<file path="src/rtl/pic8259_pkg.sv">
// Shared 8259A definitions.
// - ctl_state_e : control-state encodings seen by the cascade block
// - CALL_OPCODE : MCS-80/85 CALL opcode driven on the first INTA
// - bit2num     : one-hot to binary index
package pic8259_pkg;

  typedef enum logic [2:0] {
    CTL_READY = 3'b000,
    ACK1      = 3'b001,
    ACK2      = 3'b010,
    ACK3      = 3'b011
  } ctl_state_e;

  localparam logic [7:0] CALL_OPCODE = 8'hCD;

  // Index of the set bit; 0 for a zero input.
  function automatic logic [2:0] bit2num(input logic [7:0] one_hot);
    logic [2:0] num;
    num = '0;
    for (int unsigned i = 0; i < 8; i++) begin
      if (one_hot[i]) num = num | i[2:0];
    end
    return num;
  endfunction

endpackage

</file>
<file path="src/rtl/inta_edge_detect.sv">
// Registered edge detector for the INTA pin.
// Ports:
//   clock_i  - system clock
//   reset_i  - asynchronous active-high reset
//   inta_n_i - INTA pin (active-low, synchronous to clock_i)
//   fall_o   - one-cycle pulse, registered, after a 1->0 transition
//   rise_o   - one-cycle pulse, registered, after a 0->1 transition
module inta_edge_detect (
  input  logic clock_i,
  input  logic reset_i,
  input  logic inta_n_i,
  output logic fall_o,
  output logic rise_o
);

  logic inta_n_q;
  logic fall_q;
  logic rise_q;

  always_ff @(posedge clock_i or posedge reset_i) begin
    if (reset_i) begin
      inta_n_q <= 1'b1;
      fall_q   <= 1'b0;
      rise_q   <= 1'b0;
    end else begin
      inta_n_q <= inta_n_i;
      fall_q   <= inta_n_q & ~inta_n_i;
      rise_q   <= ~inta_n_q & inta_n_i;
    end
  end

  assign fall_o = fall_q;
  assign rise_o = rise_q;

endmodule

</file>
<file path="src/rtl/inta_sequencer.sv">
// Interrupt-acknowledge sequencer for the 8259A control logic.
// Follows the INTA pulse train, latches the acknowledged request and
// drives the vector / CALL bytes toward the data bus buffer.
// Optional feature macro: INTA_AUTO_EOI_EN (auto_eoi_clear pulse at end
// of sequence); when undefined auto_eoi_clear is tied low.
// Ports:
//   clock, reset                 - clock, async active-high reset
//   interrupt_acknowledge_n      - INTA pin, active-low, synchronous
//   u8086_or_mcs80_config        - 1 = 8086 (2 pulses), 0 = MCS-80/85 (3)
//   interrupt_request_one_hot    - highest-priority pending request
//   interrupt_vector_base        - ICW2 T7..T3
//   call_address_low/high        - MCS-80 CALL address bytes
//   cascade_output_ack_2_3       - this device drives ACK2/ACK3 data
//   control_state                - CTL_READY/ACK1/ACK2/ACK3
//   acknowledge_interrupt        - one-hot level latched at ACK1 entry
//   latch_in_service             - pulse at ACK1 entry
//   end_of_acknowledge_sequence  - pulse when the last INTA deasserts
//   auto_eoi_clear               - pulse with end of sequence (optional)
//   data_out, data_out_enable    - registered byte and its enable
module inta_sequencer
  import pic8259_pkg::*;
(
  input  logic       clock,
  input  logic       reset,
  input  logic       interrupt_acknowledge_n,
  input  logic       u8086_or_mcs80_config,
  input  logic [7:0] interrupt_request_one_hot,
  input  logic [4:0] interrupt_vector_base,
  input  logic [7:0] call_address_low,
  input  logic [7:0] call_address_high,
  input  logic       cascade_output_ack_2_3,
  output logic [2:0] control_state,
  output logic [7:0] acknowledge_interrupt,
  output logic       latch_in_service,
  output logic       end_of_acknowledge_sequence,
  output logic       auto_eoi_clear,
  output logic [7:0] data_out,
  output logic       data_out_enable
);

  logic       fall;
  logic       rise;
  logic       final_state;
  logic [2:0] level;

  ctl_state_e state_q, state_d;
  logic [7:0] ack_q, ack_d;
  logic       lis_q, lis_d;
  logic       eos_q, eos_d;
  logic [7:0] dout_q, dout_d;
  logic       doe_q, doe_d;

  inta_edge_detect u_edge (
    .clock_i  (clock),
    .reset_i  (reset),
    .inta_n_i (interrupt_acknowledge_n),
    .fall_o   (fall),
    .rise_o   (rise)
  );

  assign level = bit2num(ack_q);

  always_comb begin
    state_d     = state_q;
    ack_d       = ack_q;
    lis_d       = 1'b0;
    eos_d       = 1'b0;
    final_state = (state_q == ACK3) ||
                  ((state_q == ACK2) && u8086_or_mcs80_config);

    case (state_q)
      CTL_READY: if (fall) begin
        state_d = ACK1;
        // A request that vanished before INTA is acknowledged as IR7.
        ack_d   = (interrupt_request_one_hot == '0) ? 8'h80
                                                    : interrupt_request_one_hot;
        lis_d   = 1'b1;
      end
      ACK1: if (fall) state_d = ACK2;
      ACK2: if (fall && !u8086_or_mcs80_config) state_d = ACK3;
      default: ;
    endcase

    if (rise && final_state) begin
      state_d = CTL_READY;
      ack_d   = '0;
      eos_d   = 1'b1;
    end
  end

  // Data byte follows the registered state, so it lags state entry by one cycle.
  always_comb begin
    dout_d = '0;
    doe_d  = 1'b0;
    if (!interrupt_acknowledge_n) begin
      case (state_q)
        ACK1: if (!u8086_or_mcs80_config) begin
          doe_d  = 1'b1;
          dout_d = CALL_OPCODE;
        end
        ACK2: if (cascade_output_ack_2_3) begin
          doe_d  = 1'b1;
          dout_d = u8086_or_mcs80_config ? {interrupt_vector_base, level}
                                         : call_address_low;
        end
        ACK3: if (cascade_output_ack_2_3) begin
          doe_d  = 1'b1;
          dout_d = call_address_high;
        end
        default: ;
      endcase
    end
  end

  always_ff @(posedge clock or posedge reset) begin
    if (reset) begin
      state_q <= CTL_READY;
      ack_q   <= '0;
      lis_q   <= 1'b0;
      eos_q   <= 1'b0;
      dout_q  <= '0;
      doe_q   <= 1'b0;
    end else begin
      state_q <= state_d;
      ack_q   <= ack_d;
      lis_q   <= lis_d;
      eos_q   <= eos_d;
      dout_q  <= dout_d;
      doe_q   <= doe_d;
    end
  end

`ifdef INTA_AUTO_EOI_EN
  logic aeoi_q;

  always_ff @(posedge clock or posedge reset) begin
    if (reset) aeoi_q <= 1'b0;
    else       aeoi_q <= eos_d;
  end

  assign auto_eoi_clear = aeoi_q;
`else
  assign auto_eoi_clear = 1'b0;
`endif

  assign control_state               = state_q;
  assign acknowledge_interrupt       = ack_q;
  assign latch_in_service            = lis_q;
  assign end_of_acknowledge_sequence = eos_q;
  assign data_out                    = dout_q;
  assign data_out_enable             = doe_q;

endmodule

</file>
<file path="config.mk">
export PLATFORM = sky130hd
export DESIGN_NAME = inta_sequencer
export DESIGN_NICKNAME = d
export VERILOG_FILES = /design/src/rtl/pic8259_pkg.sv /design/src/rtl/inta_edge_detect.sv /design/src/rtl/inta_sequencer.sv
export SDC_FILE = /design/constraint.sdc
export NUM_CORES = 1
export LEC_CHECK = 0
export CELL_PAD_IN_SITES_DETAIL_PLACEMENT = 0
export CELL_PAD_IN_SITES_GLOBAL_PLACEMENT = 1
export CORE_UTILIZATION = 27
export CTS_CLUSTER_SIZE = 40
export DETAILED_ROUTE_END_ITERATION = 10
export PLACE_DENSITY = 0.76
export SLEW_MARGIN = 20
export SYNTH_ARGS = -nofsm -noshare
export SYNTH_HDL_FRONTEND = slang
export SYNTH_SLANG_ARGS = --single-unit
</file>
<file path="constraint.sdc">
create_clock -name clock -period 1.4 [get_ports clock]
set_input_delay 0.28 -clock clock [delete_from_list [all_inputs] [get_ports clock]]
set_output_delay 0.28 -clock clock [all_outputs]
set_load 0.02 [all_outputs]
</file>
==> results.py <==
metrics = {
    "clock_tree": {
        "cts_sinks": 24,
        "numCtsBuffers": 3,
        "cts_root_buf": "clkbuf_8",
        "cts_tree": "built",
        "clk_pin_slew_ps": 80,
        "worst_skew_pair.late_latency_ps": 260,
        "clk_path_buf_depth": 2,
        "cts.htree.levels": 1,
    },
    "critical_path": {
        "critical_path_arrival_ps": 1580,
        "worst-path-max-fanout": 8,
        "rrSetupSlack_ps": -30,
        "cp-end-kind": "flop",
        "r2r_cells": 7,
        "r2r-start": "control_state[0]",
        "path_class": "reg2reg",
        "critPathLaunchType": "flop",
        "timing.rr.end": "acknowledge_interrupt[0]",
        "cp.required_ps": 1550,
    },
    "floorplanning": {
        "design.die.area_um2": 4730,
        "core_area_um2": 4140,
        "die_h_um": 68.8,
        "rows": 23,
        "die-width_um": 68.8,
        "start_util_pct": 29.0,
        "io_pins": 57,
    },
    "synthesis": {
        "yosys_warnings": 0,
        "ys.flop_type": "dfrtp_1",
        "avgSynthCellArea_um2": 11.8,
        "synth_edf_count": 0,
        "ys_async_sr_fraction_pct": 100,
        "yosysSeqAreaShare_pct": 50.0,
        "yosys_register_bits": 24,
        "yosys.cell_types.count": 33,
        "synthCells": 102,
        "netlist_area_um2": 1200,
    },
    "sta": {
        "clock_skew_ps": 4.46,
        "max_freq_mhz": 699,
        "final.setup.tns_ps": -66.9,
        "holdWs_ps": 362,
        "fin_crit_sh_pct": 102,
        "hold_violations": 0,
        "rsz0062_at_grt": "yes",
        "setup-violations-final": 6,
        "maxSlewViolCount": 0,
        "fin_crit_ps": 1430,
        "finalWorstSetupSlack_ps": -31.0,
    },
    "layout": {
        "antennaDiodeCount": 0,
        "final_util_pct": 47.6,
        "drive_gt1_share_pct": 25.9,
        "final_common_cell": "clkdlybuf4s50_1",
        "area_growth_pct": 63.8,
        "final_cell_mix": "clkdlybuf4s50_1, dfrtp_1, dlygate4sd2_1",
        "fin_nets": 211,
        "instances_no_fill": 220,
        "stdcell_area_um2": 1970,
    },
    "global_route": {
        "grt_pass1_wl_um": 4810,
        "grt_pass1_vias": 1065,
        "grtUsageTotal_pct": 14.0,
        "grt_max_degree": 25,
        "grt_overflow": 0,
        "antenna_found_initial": 0,
    },
    "pwr": {
        "leakage_nw": 0.926,
        "power.density_nw_per_um2": 1660,
        "ir_drop_uv": 713,
        "power_mw": 3.26,
    },
    "route": {
        "vias": 1028,
        "antenna_left": 0,
        "wl_met3_um": 146,
        "viasPerCell": 4.67,
        "met2_length_um": 1740,
        "wl_met1_um": 1200,
        "drt_first_pass_iters": 4,
        "drc": 0,
        "routedWlPerCell_um": 14.3,
        "drt_iter0_drc": 108,
        "wl_um": 3150,
        "dr.max_layer_used": "met4",
    },
    "placed_design": {
        "gp_congestion": 0.734,
        "place_area_um2": 1880,
        "placed_cells": 215,
        "portBuffers": 54,
        "dp_slack_ps": -403,
        "hpwl_um": 2500,
    },
    "run_status": {
        "status": "complete, but fails checks",
        "violations": "negative setup slack",
    },
    "worst_hold_path": {
        "min_path_type": "in2async",
    },
    "job": {
        "maxCapViolCount": 0,
    },
}
## cell type report
type / count / area, um2
fillers: 398 / 2170
flip-flops and latches: 24 / 604
repair buffers: 69 / 632
clock buffers: 4 / 55.1
inverters: 4 / 17.5
multi-input cells: 69 / 601
well taps: 50 / 62.6
## state kept, by name (all words and copies together), names as in the netlist
signal	cells
acknowledge_interrupt	8
control_state	2
data_out	8
data_out_enable	1
end_of_acknowledge_sequence	1
latch_in_service	1
u_edge.fall_o	1
u_edge.inta_n_q	1
u_edge.rise_o	1
## critical path, stage by stage, from the launching register on
cell and delay (ps):
dfrtp_2 440, inv_4 90, ha_4 150, a21oi_4 60
nor2b_4 190, nor2b_2 70, buf_6 130, a22o_1 200
## what timing repair did
action / in CTS / in global routing
resized for setup: 30 / 12
buffers inserted: 1 / 0
setup endpoints to repair: 40 / 17
hold buffers: 0 / 0
pin swaps: 3 / 5
## synth_stat cells, drive strengths merged, types with 2 or more instances
cell type	count	area share (%)
buf	6	5.0
nand2	3	0.94
nor2	8	3.1
nand3b	2	1.2
o311ai	2	1.5
o21ai	4	1.7
mux2	5	4.7
a22oi	5	3.1
ha	6	6.2
and2	2	1.0
nand3	2	0.83
dfrtp	23	48
a21oi	3	2.2
o22ai	2	1.0
inv	4	1.2
nor2b	4	2.9
a22o	8	5.8
nor4	3	1.6
nand2b	2	1.7
## report_power, final
part | switching (mW) | internal, mW | leakage (nW)
Sequential | 0.145 | 0.897 | 0.313
Combinational | 0.921 | 0.846 | 0.584
Clock | 0.205 | 0.251 | 0.0288
## how the worst max path moves through the flow
stage | cells after the start | endpoint | slack, ps | startpoint
final | 7 | acknowledge_interrupt[0] | -30 | control_state[0]
after global routing | 7 | acknowledge_interrupt[0] | -90 | control_state[0]
after CTS | 7 | acknowledge_interrupt[0] | -20 | control_state[0]
after detailed placement | 5 | data_out[6] | -400 | u8086_or_mcs80_config
after global placement | 5 | data_out[3] | -340 | u8086_or_mcs80_config
after floorplan | 8 | acknowledge_interrupt[7] | -100 | control_state[0]
## per-layer routing
metal | track usage (%) | vias to the layer above
met5 | 0 | -
met4 | 5.61 | 0
met3 | 3.13 | 6
met2 | 25.1 | 32
met1 | 16.1 | 489
li1 | - | 501
## kinds of logic (layout without fill, tap and decap cells)
| group | count (synthesis) | count (layout) | share of synthesized area [%] |
|---|---|---|---|
| AO/OA/AOI/OAI | 28 | 28 | 18.2 |
| adder cells (fa/ha/maj) | 6 | 6 | 6.24 |
| buffers and inverters | 10 | 77 | 6.24 |
| flip-flops | 24 | 24 | 50.0 |
| multiplexers | 5 | 5 | 4.68 |
| other | 1 | 2 | 0.312 |
| AND/OR/NAND/NOR | 28 | 28 | 14.3 |
Note: power is estimated with default switching activity, not from simulation.
==> variant, RTL diff (same flow settings) <==
Take the reset off `dout_q` and load it in a clocked block of its own.
--- a/src/rtl/inta_sequencer.sv
+++ b/src/rtl/inta_sequencer.sv
@@ -118,16 +118,18 @@
       ack_q   <= '0;
       lis_q   <= 1'b0;
       eos_q   <= 1'b0;
-      dout_q  <= '0;
       doe_q   <= 1'b0;
     end else begin
       state_q <= state_d;
       ack_q   <= ack_d;
       lis_q   <= lis_d;
       eos_q   <= eos_d;
-      dout_q  <= dout_d;
       doe_q   <= doe_d;
     end
+  end
+
+  always_ff @(posedge clock) begin
+    dout_q <= dout_d;
   end
 
 `ifdef INTA_AUTO_EOI_EN
Formal check against the unedited RTL: differs if reset is asserted again (counterexample within 4 cycles, from zero or initial values and one cycle with reset high); with reset held inactive, the same outputs for 10 cycles.
==> variant against the original RTL <==
Power up 6.6%. Synthesized area down 5.5%. The flow still finishes with violations (negative setup slack). Worst setup slack worse by 0.020 ns. First-iteration DRC count down 62%. Wire length down 3.5%. Sequential cell count unchanged. Clock skew down 0.0017 ns. Synthesized cell count up 0.98%. Non-clock buffer count down 2. Global-route usage up 0.094 points. Cell area down 0.70%.
==> variant: results (changes against the original RTL) <==
| Metric | Value |
|---|---|
| Layout cells sized above 1 | `0.2798 (+0.02094)` |
| Ant diodes | `0 (unchanged)` |
| Worst-path cell with the longest stage delay | `or4b_4` |
| IO buf count | `54 (unchanged)` |
| Switching pwr | `0.001289 W (+1.4%)` |
| Critical path's largest stage delay | `0.60 ns (+0.16 ns)` |
| Largest net degree at the start of global routing | `17 (-32%)` |
| CTS buffer count | `3 (unchanged)` |
| Synth async-reset ratio | `0.6667 (-0.3333)` |
| Seq. pwr | `0.00106 W` |
| Setup TNS | `-0.3491 ns (-0.2822 ns)` |
| Syn Area/Cell | `11.04 sq um (-6.4%)` |
| Clk pin slew, worst setup/hold paths | `0.09 ns` |
| Starting DRT DRC Count | `41 (-62%)` |
| Seq/Total Area, Yosys | `0.4939 (-0.006051)` |
| Power Clock | `0.000613 W (+34%)` |
| Post-Route WL | `3.041 mm (-3.5%)` |
| Worst Path Arrival | `1.63 ns (+0.05 ns)` |
| Outcome | `finished with violations` |
| Worst hold-check path type | `in -> async` |
| Dpl ws | `-0.3008 ns (+0.1022 ns)` |
| Clk_lat worst skew | `0.27 ns` |
| Peak supply drop | `457.0 uV (-36%)` |
| Commonest cells in the netlist | `dfrtp_1, a22o_1, dfxtp_1` |
| Pwr Total | `0.003479 W (+6.6%)` |
| H-tree depth | `1 (unchanged)` |
| DR vias/cell | `4.761 (+1.9%)` |
| Setup slack after layout | `-0.05088 ns (-0.01991 ns)` |
| Initial antenna violation count | `0 (unchanged)` |
| Critical Path Fanout Max | `6 (-2)` |
| CP top delay family | `simple AND/OR/NAND/NOR gates` |
| HPWL after DPL | `2.360 mm (-5.4%)` |
| Vias in the first global route | `990 (-7.0%)` |
| Synth warn | `0 (unchanged)` |
| Synth unique cells | `37 (+12%)` |
| Final setup viols | `15 (+9)` |
| Skew final | `0.002728 ns (-0.001735 ns)` |
| DP Cell Count | `212 (-1.4%)` |
| Post-synth EDFFs | `0 (unchanged)` |
| First-pass GRT wire length | `4.636 mm (-3.6%)` |
| Non-filler cells, final | `218 (-0.91%)` |
| Top post-synthesis cells by area | `dfrtp_1, dfxtp_1, ha_1, a22o_1, mux2_2` |
| Power per cell area | `1777 nW/um^2 (+7.3%)` |
| Router iterations before antenna repair | `4 (unchanged)` |
| GP Congestion | `0.8659 (+18%)` |
| Largest buffer count on any clock path | `2 (unchanged)` |
| Failing checks | `negative setup slack` |
| Fillers | `381 (-4.3%)` |
| Root Driver | `clkbuf_8` |
| Leakage | `0.9057 nW (-2.2%)` |
| Placed cell area | `1803 sq um (-4.3%)` |
| Total GRT Usage | `0.1413 (+0.0009408)` |
## variant: changes by cell type after synthesis, sizes merged, moves of 2 or more
cell    unedited run  this run
dfxtp              0         8
nor2b              4         2
nand3b             2         0
dfrtp             23        15
## variant: logic make-up after synthesis
family / share of synthesized area
AO/OA/AOI/OAI: 0.1815
adder cells (fa/ha/maj): 0.06600
buffers and inverters: 0.06379
flip-flops: 0.4940
multiplexers: 0.04950
other: 0.003297
AND/OR/NAND/NOR: 0.1419
## variant: what timing repair did
action / 4_1_cts / 5_1_grt
gates cloned: 0 / 0
buffers inserted: 1 / 1
endpoints found under the hold margin: 0 / 0
resized for setup: 42 / 5
pin swaps: 13 / 5
endpoints found under the setup margin: 40 / 17
## variant: final timing paths
kind / start / endpoint / slack (ns) / cells past startpoint
max in group asynchronous: reset / u_edge.inta_n_q / 0.85 / 3
min in group clock: u_edge.inta_n_q / u_edge.rise_o / 0.50 / 1
worst min-delay path: reset / acknowledge_interrupt[0] / 0.30 / 3
worst min register to register: u_edge.inta_n_q / u_edge.rise_o / 0.50 / 1
worst max-delay path: control_state[0] / data_out[0] / -0.05 / 4
worst max register to register: control_state[0] / data_out[0] / -0.05 / 4
## variant: layer usage
metal | vias to the layer above | global-route usage | routed length [microns]
met5 | - | 0 | 0
met3 | 5 | 0.02911 | 209
met1 | 492 | 0.1630 | 1253
li1 | 501 | - | -
met2 | 40 | 0.2475 | 1522
met4 | 0 | 0.06383 | 56
## variant: final cells by class
class	instances	area share
Clock inverter	1	0.01534
Sequential cell	24	0.2882
Clock buffer	3	0.02109
Timing Repair Buffer	67	0.3233
Multi-Input combinational cell	68	0.3067
Inverter	5	0.01342
Tap cell	50	0.03195
